File: config.mk
export PLATFORM = sky130hd
export DESIGN_NAME = display_scan_pwm_flat
export DESIGN_NICKNAME = d
export VERILOG_FILES = /design/src/rtl/display_scan_pwm_pkg.sv /design/src/rtl/display_scan_pwm_if.sv /design/src/rtl/display_scan_pwm_seg_decode.sv /design/src/rtl/display_scan_pwm.sv /design/src/flat_wrapper.sv
export SDC_FILE = /design/constraint.sdc
export NUM_CORES = 1
export LEC_CHECK = 0
export CAP_MARGIN = 5
export CORE_MARGIN = 1.5
export CORE_UTILIZATION = 53
export CTS_CLUSTER_SIZE = 40
export DETAILED_ROUTE_END_ITERATION = 7
export PLACE_DENSITY = 0.87
export SLEW_MARGIN = 20
export SYNTH_ARGS = -nofsm -noshare
export SYNTH_HDL_FRONTEND = slang
export SYNTH_HIERARCHICAL = 1
export SYNTH_SLANG_ARGS = --single-unit
export TNS_END_PERCENT = 10
File: constraint.sdc
create_clock -name CLK100MHZ -period 3.4 [get_ports CLK100MHZ]
set_clock_uncertainty 0.1 [all_clocks]
set_input_delay 0.51 -clock CLK100MHZ [delete_from_list [all_inputs] [get_ports CLK100MHZ]]
set_output_delay 0.51 -clock CLK100MHZ [all_outputs]
set_load 0.05 [all_outputs]
File: src/rtl/display_scan_pwm_pkg.sv
// ----------------------------------------------------------------------------
// display_pkg
// Shared constants for the 4-digit multiplexed seven-segment scanner.
//   - SEG_0..SEG_9, SEG_DASH, SEG_BLANK : active-low cathode codes {dp,g..a}
//   - NUM_DIGITS                        : number of multiplexed digits
//   - digit_idx_t                       : digit-slot index type
// ----------------------------------------------------------------------------
package display_pkg;

    localparam int NUM_DIGITS = 4;

    typedef logic [1:0] digit_idx_t;

    // Bit 7 is the decimal point; every code here leaves it off (high).
    localparam logic [7:0] SEG_0     = 8'hC0;
    localparam logic [7:0] SEG_1     = 8'hF9;
    localparam logic [7:0] SEG_2     = 8'hA4;
    localparam logic [7:0] SEG_3     = 8'hB0;
    localparam logic [7:0] SEG_4     = 8'h99;
    localparam logic [7:0] SEG_5     = 8'h92;
    localparam logic [7:0] SEG_6     = 8'h82;
    localparam logic [7:0] SEG_7     = 8'hF8;
    localparam logic [7:0] SEG_8     = 8'h80;
    localparam logic [7:0] SEG_9     = 8'h90;
    localparam logic [7:0] SEG_DASH  = 8'hBF;
    localparam logic [7:0] SEG_BLANK = 8'hFF;

endpackage

File: src/rtl/display_scan_pwm_if.sv
// ----------------------------------------------------------------------------
// display_scan_pwm_if
// Groups the clock-display inputs and the LED pin outputs.
//   Digit3..Digit0  : BCD digits (hours tens .. minutes units)
//   Load            : level; while high the digits are captured every cycle
//   Brightness      : PWM duty, 0 = off, 1..14 = n/16, 15 = always on
//   SegmentDrivers  : active-low anode enables, bit i = digit i
//   SevenSegment    : active-low cathodes {dp,g,f,e,d,c,b,a}
//   FrameDone       : one-cycle pulse after the digit-3 slot ends
// master = the side that supplies digits (e.g. clock core, testbench)
// slave  = the scanner
// ----------------------------------------------------------------------------
interface display_scan_pwm_if;

    logic [3:0] Digit3;
    logic [3:0] Digit2;
    logic [3:0] Digit1;
    logic [3:0] Digit0;
    logic       Load;
    logic [3:0] Brightness;
    logic [3:0] SegmentDrivers;
    logic [7:0] SevenSegment;
    logic       FrameDone;

    modport master (
        output Digit3, Digit2, Digit1, Digit0, Load, Brightness,
        input  SegmentDrivers, SevenSegment, FrameDone
    );

    modport slave (
        input  Digit3, Digit2, Digit1, Digit0, Load, Brightness,
        output SegmentDrivers, SevenSegment, FrameDone
    );

endinterface

File: src/rtl/display_scan_pwm_seg_decode.sv
// ----------------------------------------------------------------------------
// seg_decode
// Combinational BCD to active-low seven-segment decoder (no dp).
//   bcd : 4-bit digit value; 10..15 render as a dash
//   seg : {g,f,e,d,c,b,a}, active low
// ----------------------------------------------------------------------------
module seg_decode
    import display_pkg::*;
(
    input  logic [3:0] bcd,
    output logic [6:0] seg
);

    always_comb begin
        seg = SEG_DASH[6:0];
        case (bcd)
            4'd0:    seg = SEG_0[6:0];
            4'd1:    seg = SEG_1[6:0];
            4'd2:    seg = SEG_2[6:0];
            4'd3:    seg = SEG_3[6:0];
            4'd4:    seg = SEG_4[6:0];
            4'd5:    seg = SEG_5[6:0];
            4'd6:    seg = SEG_6[6:0];
            4'd7:    seg = SEG_7[6:0];
            4'd8:    seg = SEG_8[6:0];
            4'd9:    seg = SEG_9[6:0];
            default: seg = SEG_DASH[6:0];
        endcase
    end

endmodule

File: src/rtl/display_scan_pwm.sv
// ----------------------------------------------------------------------------
// display_scan_pwm
// Time-multiplexed 4-digit seven-segment driver with PWM brightness and an
// anti-ghosting dark interval at the start of every digit slot.
//
// Ports:
//   CLK100MHZ : sole clock, rising edge
//   Reset     : synchronous, active low
//   bus       : display_scan_pwm_if.slave (digits, Load, Brightness in;
//               SegmentDrivers, SevenSegment, FrameDone out)
//
// Parameters:
//   SCAN_DIV        : clocks per digit slot (64 .. 2**20)
//   BLANK_CYCLES    : dark cycles at the start of each slot (< SCAN_DIV)
//   HALF_SEC_FRAMES : frames per colon toggle
//
// Build option:
//   COLON_BLINK_EN  : when defined, the colon (digit-2 dp) blinks, toggling
//                     every HALF_SEC_FRAMES frames; otherwise it stays lit.
// ----------------------------------------------------------------------------
module display_scan_pwm
    import display_pkg::*;
#(
    parameter int SCAN_DIV        = 100000,
    parameter int BLANK_CYCLES    = 16,
    parameter int HALF_SEC_FRAMES = 125
) (
    input  logic               CLK100MHZ,
    input  logic               Reset,
    display_scan_pwm_if.slave  bus
);

    localparam int                CNT_W     = $clog2(SCAN_DIV);
    localparam logic [CNT_W-1:0]  SLOT_LAST = CNT_W'(SCAN_DIV - 1);
    localparam logic [CNT_W-1:0]  BLANK_END = CNT_W'(BLANK_CYCLES);

    if (SCAN_DIV < 64 || SCAN_DIV > (1 << 20)) begin : g_bad_scan_div
        $error("SCAN_DIV out of range 64..2**20");
    end
    if (BLANK_CYCLES >= SCAN_DIV) begin : g_bad_blank
        $error("BLANK_CYCLES must be smaller than SCAN_DIV");
    end
    if (HALF_SEC_FRAMES < 1) begin : g_bad_half
        $error("HALF_SEC_FRAMES must be at least 1");
    end

    logic [CNT_W-1:0]                slot_cnt;
    digit_idx_t                      idx;
    logic [3:0]                      pwm_cnt;
    logic [NUM_DIGITS-1:0][3:0]      shadow;
    logic                            colon_on;

    logic                            slot_end;
    logic                            lit;
    logic [3:0]                      bcd_sel;
    logic [6:0]                      seg7;
    logic                            dp_nxt;
    logic [3:0]                      an_nxt;

    logic [3:0]                      an_p1;
    logic [7:0]                      seg_p1;
    logic                            fd_p1;

    // ---- stage 0: scan state -> combinational anode/cathode selection ----
    assign slot_end = (slot_cnt == SLOT_LAST);
    assign bcd_sel  = shadow[idx];

    // Anode is dark during the blank interval, then gated by the PWM compare.
    assign lit = (slot_cnt >= BLANK_END) &&
                 ((bus.Brightness == 4'hF) || (pwm_cnt < bus.Brightness));

    always_comb begin
        an_nxt = 4'hF;
        if (lit) begin
            an_nxt[idx] = 1'b0;
        end
    end

    // Only digit 2 carries the colon on its decimal point.
    assign dp_nxt = (idx == 2'd2) ? ~colon_on : 1'b1;

    seg_decode u_seg_decode (
        .bcd (bcd_sel),
        .seg (seg7)
    );

    // ---- stage 1: registered pins and scan-state update ----
    always_ff @(posedge CLK100MHZ) begin
        if (!Reset) begin
            slot_cnt <= '0;
            idx      <= '0;
            pwm_cnt  <= '0;
            shadow   <= '0;
            an_p1    <= 4'hF;
            seg_p1   <= SEG_BLANK;
            fd_p1    <= 1'b0;
        end else begin
            pwm_cnt <= pwm_cnt + 4'd1;
            if (slot_end) begin
                slot_cnt <= '0;
                idx      <= idx + 2'd1;
            end else begin
                slot_cnt <= slot_cnt + 1'b1;
            end
            if (bus.Load) begin
                shadow <= {bus.Digit3, bus.Digit2, bus.Digit1, bus.Digit0};
            end
            an_p1  <= an_nxt;
            seg_p1 <= {dp_nxt, seg7};
            fd_p1  <= slot_end && (idx == 2'd3);
        end
    end

`ifdef COLON_BLINK_EN
    localparam int FR_W = (HALF_SEC_FRAMES > 1) ? $clog2(HALF_SEC_FRAMES) : 1;

    logic [FR_W-1:0] frame_cnt;

    // Counts completed frames using the registered FrameDone pulse.
    always_ff @(posedge CLK100MHZ) begin
        if (!Reset) begin
            frame_cnt <= '0;
            colon_on  <= 1'b1;
        end else if (fd_p1) begin
            if (frame_cnt == FR_W'(HALF_SEC_FRAMES - 1)) begin
                frame_cnt <= '0;
                colon_on  <= ~colon_on;
            end else begin
                frame_cnt <= frame_cnt + 1'b1;
            end
        end
    end
`else
    assign colon_on = 1'b1;
`endif

    assign bus.SegmentDrivers = an_p1;
    assign bus.SevenSegment   = seg_p1;
    assign bus.FrameDone      = fd_p1;

endmodule

File: src/flat_wrapper.sv
// flat-port wrapper written by rule: the top's interface ports become plain ports
module display_scan_pwm_flat import display_pkg::*;
#(
    parameter int SCAN_DIV        = 100000,
    parameter int BLANK_CYCLES    = 16,
    parameter int HALF_SEC_FRAMES = 125
)
  (CLK100MHZ, Reset, bus_Digit3, bus_Digit2, bus_Digit1, bus_Digit0, bus_Load, bus_Brightness, bus_SegmentDrivers, bus_SevenSegment, bus_FrameDone);
  display_scan_pwm_if bus_i ();
  input  logic CLK100MHZ;
  input  logic Reset;
  input wire logic [$bits(bus_i.Digit3)-1:0] bus_Digit3;
  input wire logic [$bits(bus_i.Digit2)-1:0] bus_Digit2;
  input wire logic [$bits(bus_i.Digit1)-1:0] bus_Digit1;
  input wire logic [$bits(bus_i.Digit0)-1:0] bus_Digit0;
  input wire logic [$bits(bus_i.Load)-1:0] bus_Load;
  input wire logic [$bits(bus_i.Brightness)-1:0] bus_Brightness;
  output wire logic [$bits(bus_i.SegmentDrivers)-1:0] bus_SegmentDrivers;
  output wire logic [$bits(bus_i.SevenSegment)-1:0] bus_SevenSegment;
  output wire logic [$bits(bus_i.FrameDone)-1:0] bus_FrameDone;
  assign bus_i.Digit3 = bus_Digit3;
  assign bus_i.Digit2 = bus_Digit2;
  assign bus_i.Digit1 = bus_Digit1;
  assign bus_i.Digit0 = bus_Digit0;
  assign bus_i.Load = bus_Load;
  assign bus_i.Brightness = bus_Brightness;
  assign bus_SegmentDrivers = bus_i.SegmentDrivers;
  assign bus_SevenSegment = bus_i.SevenSegment;
  assign bus_FrameDone = bus_i.FrameDone;
  display_scan_pwm #(.SCAN_DIV(SCAN_DIV), .BLANK_CYCLES(BLANK_CYCLES), .HALF_SEC_FRAMES(HALF_SEC_FRAMES)) u_core (.CLK100MHZ(CLK100MHZ), .Reset(Reset), .bus(bus_i));
endmodule
# Yosys cells after proc, flatten, opt, wreduce, memory -nomap -nowiden
# Memories as Yosys holds them, arrays and structs flattened. A register that Yosys moved wholly into a read port is not among the register bits.
# Index checks and enable logic that the tools add are counted.
dict set report totals {
  regBits 52
  romBits 112
  input_bits 23
  out_inout_bits 13
  n_memories 1
}
dict set report classes {
  addsub 3
  n_lt_le_gt_ge 4
  eq_ne 4
  n_mux 5
  bitwise_logic 2
  n_reduce_logical 7
}
# name depth word_bits read_ports rd_ports_with_merged_regs wr line
set memory_table {}
lappend memory_table {{(name not given)} 16 7 1 1 0 display_scan_pwm_seg_decode.sv:16} ;# case (bcd)
# op count
set op_table {}
lappend op_table {{$add 17x1->17 const B} 1}
lappend op_table {{$eq 17x17->1 const B} 1}
lappend op_table {{$ge 17x5->1 const B} 1}
lappend op_table {{$bmux 4 s2} 1}
lappend op_table {{$add 4x1->4 const B} 1}
lappend op_table {{$eq 2x2->1 const B} 2}
lappend op_table {{$eq 4x4->1 const B} 1}
lappend op_table {{$lt 4x4->1} 1}
lappend op_table {{$mux 4} 1}
lappend op_table {{$not 4->4} 1}
lappend op_table {{$logic_and 1x1->1} 3}
lappend op_table {{$lt 2x3->1 const B} 1}
lappend op_table {{$add 2x1->2 const B} 1}
lappend op_table {{$demux 1 s2} 1}
lappend op_table {{$ge 2x1->1 const B} 1}
lappend op_table {{$mux 1} 2}
lappend op_table {{$reduce_and 2->1} 1}
lappend op_table {{$reduce_or 2->1} 1}
lappend op_table {{$logic_not 1->1} 1}
lappend op_table {{$logic_or 1x1->1} 1}
lappend op_table {{$not 1->1} 1}

# Depth between registers and ports, before layout
dict set report logic_depth {
  depth_word 5
  depth_mapped 7
  ltp_nobuf 6
}

# Hierarchy
# The synthesis kept the hierarchy.
# module instances cells_per_inst area_per_inst_um2
set by_module_without_submodules {}
lappend by_module_without_submodules {display_scan_pwm 1 216 2212.1}
lappend by_module_without_submodules {seg_decode 1 31 240.2}

# Worst setup path before layout
# Ideal clock, no wire load.
dict set report synth_timing {
  path_type {register -> register}
  startpoint {reg u_core.idx[0]}
  endpoint {reg u_core.seg_p1[1] (netlist: u_core/bus.SevenSegment[1])}
  arrival_time_ns 1.872
  required_time_ns 3.174
  slack_ns 1.302
  stages_incl_launch_ff 8
  path_buffers 1
  synth_period_minus_slack_ns 2.098
  cell_sequence {dfxtp_1 > clkbuf_1 > mux4_2 > inv_1 > ha_1 > nor2_1 > nor2_1 > nand2b_1}
}
dict set report synth_via {
  elab_chain_len 2
}
# element line
set synth_rtl {}
lappend synth_rtl {{start: declaration} display_scan_pwm.sv:48} ;# digit_idx_t idx;
lappend synth_rtl {{start signal: assignment} display_scan_pwm.sv:101} ;# idx <= idx + 2'd1;
lappend synth_rtl {{$bmux 4 s2} display_scan_pwm.sv:66} ;# assign bcd_sel = shadow[idx];
lappend synth_rtl {{$mux 4 (not written as such)} display_scan_pwm.sv:66}
lappend synth_rtl {{named net u_core.bcd_sel[1]} display_scan_pwm.sv:55} ;# logic [3:0] bcd_sel;
lappend synth_rtl {{end: declaration} display_scan_pwm.sv:61} ;# logic [7:0] seg_p1;
# The timed path passes the listed nets, and every way through them passes these cells. The select of a mux whose other input is x is not followed.
# A chain may end at the register's enable or synchronous reset.

# Worst setup path after layout
# Ends and elaborated chain as after synthesis.

==> results.md <==
- RSZ-0062 raised after global routing: no
- Min Hold Slack: 0.370 ns
- DP Wirelength: 2.92 mm
- Max-cap violations: 0
- R2R Setup Slk: 1.25 ns
- Fmax achieved: 0.465 GHz
- Ranking of synthesized cells by area: dfxtp_1, ha_1, mux2i_1
- Multiplexer area fraction after synthesis: 11.0%
- Final setup vio count: 0
- R2R depth: 6
- Ys Warns: 6
- Worst Hold Class: reg2reg
- Synth Area in Compound Gates: 4.13%
- Sequential fraction of the synthesis area: 42.4%
- Yosys top cell by area: dfxtp_1
- Xor/xnor share of the synthesized area: 5.71%
- Critical path class: reg2reg
- Final Critical Period: 2.15 ns
- Number of setup buffers added after CTS: 0
- # diodes: 0
- Power density over the cells: 392 nW/um^2
- Post-Syn Area: 2450 um^2
- Post-Synth Simple-Gate Area: 24.2%
- Clock Root Buffer: clkbuf_8
- Die H: 71.0 um
- Clock sink total: 52
- CTS Buf Count: 5
- Adder-Cell Fraction of Synth Area: 7.65%
- Num rows: 24
- Largest net degree at the start of global routing: 39
- Initial Util: 55.6%
- Core area: 4410 um^2
- Register area: 1040 um^2
- Via/cell ratio: 5.34
- Die area: 5040 um^2
- Gpl congestion: 0.784
- Status: completed
- Final WL: 4.15 mm
- Post-route DRC: 0
- Grt ovf: 0
- Ys async rst share: 0%
- Hold path start: u_core/pwm_cnt[0]
- Crit-path max FO: 8
- Synth Instances: 247
- Crit. Startpoint: u_core/idx[0]
- Static leakage: 1.19 nW
- CTS H-tree lvls: 2
- Main combinational cell family by area after synthesis: simple AND/OR/NAND/NOR gates
- Final Hold Viols: 0
- Initial DRC Count: 85
- Area fraction of the dominant cell type after synthesis: 42.4%
- Buffers added on ports: 35
- Post-cts repair resize count: 0
- Setup TNS: 0 ns
- Nets@finish: 316
- Worst vdd ir: 185 uV
- Ys flop type: dfxtp_1
- Design Area, Final: 2880 um^2
- Flop and latch count out of synthesis: 52
- TritonRoute pass-1 iters: 4
- Cts hold-fix bufs: 0
- Via count: 1761
- WP data required: 3.49 ns
- Die Wd: 71.0 um
- Final max-slew violation count: 0
- Worst r2r dst: u_core/bus.SevenSegment[1]
- Synthesized area per cell: 9.93 um^2
- GRT Total Usage: 18.1%
- Routed Antenna Nets: 0
- Post-synth EDFFs: 0
- Worst slew pin tran: 0.939 ns
- Clk slew on worst S/H paths: 0.09 ns
- Area Growth Syn to Fin: 17.4%
- Initial antenna violation count: 0
- Crit start category: flop
- Critical Path Sink: u_core/bus.SevenSegment[1]
- Fillers: 357
- Clock Latency Late Sink: 0.30 ns
- CP Capture Type: flop
- Vias in the first global route: 1697
- Top-Level Pins: 36
- Net Count, Synth: 285
- WL/cell: 12.6 um
- Clock Tree Buf Depth: 2
- Placed Instance Area: 2800 um^2
- First-pass GRT wire length: 7.25 mm
- Normalized max-slew margin: 37.2%
- Layout cells sized above 1: 6.12%
- Synth unique cells: 44
- Arr. time, crit path: 2.24 ns
- CTS tree: done
- Worst R2R Start: u_core/idx[0]
- Area used by multi-input combinational logic: 1290 um^2
- Fin crit share: 63.2%
[layout make-up]
class	instances	area share, %
sequential	52	36.1
timing repair buffer	36	12.4
multi-input combinational	171	44.9
clock inverter	1	0.174
tap	52	2.26
clock buffer	6	2.52
inverter	12	1.56
[flip-flops by register name, summed over array words and instances, names as in the netlist]
register	flops
u_core/bus.FrameDone	1
u_core/shadow	16
u_core/bus.SevenSegment	8
u_core/bus.SegmentDrivers	4
u_core/idx	2
u_core/pwm_cnt	4
u_core/slot_cnt	17
[synthesized netlist by cell type, types with 4 or more instances]
library cell / n
ha_1: 15
and2_1: 6
clkbuf_1: 7
nand2_1: 9
nand2b_1: 9
inv_1: 12
a21oi_1: 4
dfxtp_1: 52
nor2_1: 16
nor2b_1: 18
nor4_1: 4
nand4_1: 9
o21ai_0: 4
nand3_1: 9
mux2i_1: 18
mux4_2: 4
xor2_1: 7
xnor2_1: 9
[how the worst min path moves through the flow]
stage | end | slack (ns) | cells after the start
after floorplan | u_core/pwm_cnt[0] | 0.33 | 1
after global placement | u_core/pwm_cnt[0] | 0.35 | 1
after detailed placement | u_core/pwm_cnt[0] | 0.35 | 1
after CTS | u_core/pwm_cnt[0] | 0.37 | 1
after global routing | u_core/pwm_cnt[0] | 0.40 | 1
final | u_core/pwm_cnt[0] | 0.37 | 1
[per-stage QoR]
stage,cells,setup slack (ns),utilization [%],power (mW)
2_1_floorplan,247,1.30,-,0.765
3_3_place_gp,323,1.16,63.5,0.813
3_5_place_dp,323,1.11,63.5,0.818
4_1_cts,330,1.24,65.2,1.14
5_1_grt,330,1.08,65.2,1.18
6_report,330,1.25,65.2,1.13
[cells by family (layout without fill, tap and decap cells)]
logic type,Yosys count,count (layout)
buf+inv,24,55
fa+ha+maj,15,15
xor+xnor,16,16
simple gates,102,102
mux,22,22
flops,52,52
compound gates,16,16
[power by group]
part           switching (mW)  internal [mW]  total, mW
registers              0.0130          0.634      0.647
clock network           0.184          0.140      0.325
logic                  0.0776         0.0788      0.156
[layer usage]
| layer | up-vias | track usage, % | part of all wire [%] |
|---|---|---|---|
| li1 | 905 | - | - |
| met1 | 812 | 21.1 | 46 |
| met2 | 38 | 31.9 | 49 |
| met3 | 6 | 4.70 | 3.8 |
| met4 | 0 | 7.13 | 1.4 |
| met5 | - | 0 | 0 |
[critical path, stage by stage (launching register included)]
cell	delay [ns]
dfxtp_1	0.60
mux4_2	0.67
inv_1	0.13
ha_1	0.25
nor2_1	0.11
nor2_1	0.05
nand2b_1	0.12
[cells in the final DEF, fill, tap and decap left out, types with 3 or more instances in the layout]
cell             instances
o21ai_0                  4
and2_1                   6
mux4_2                   4
nor2_1                  16
nand3_1                  9
inv_1                   12
clkbuf_8                 5
nand4_1                  9
and3_1                   3
nor4_1                   4
xnor2_1                  9
nor2b_1                 18
nand2_1                  9
a21oi_1                  4
dfxtp_1                 52
nand2b_1                 9
clkdlybuf4s50_1         35
mux2i_1                 18
xor2_1                   7
ha_1                    15
No activity file was read; power rests on OpenSTA's default activity.
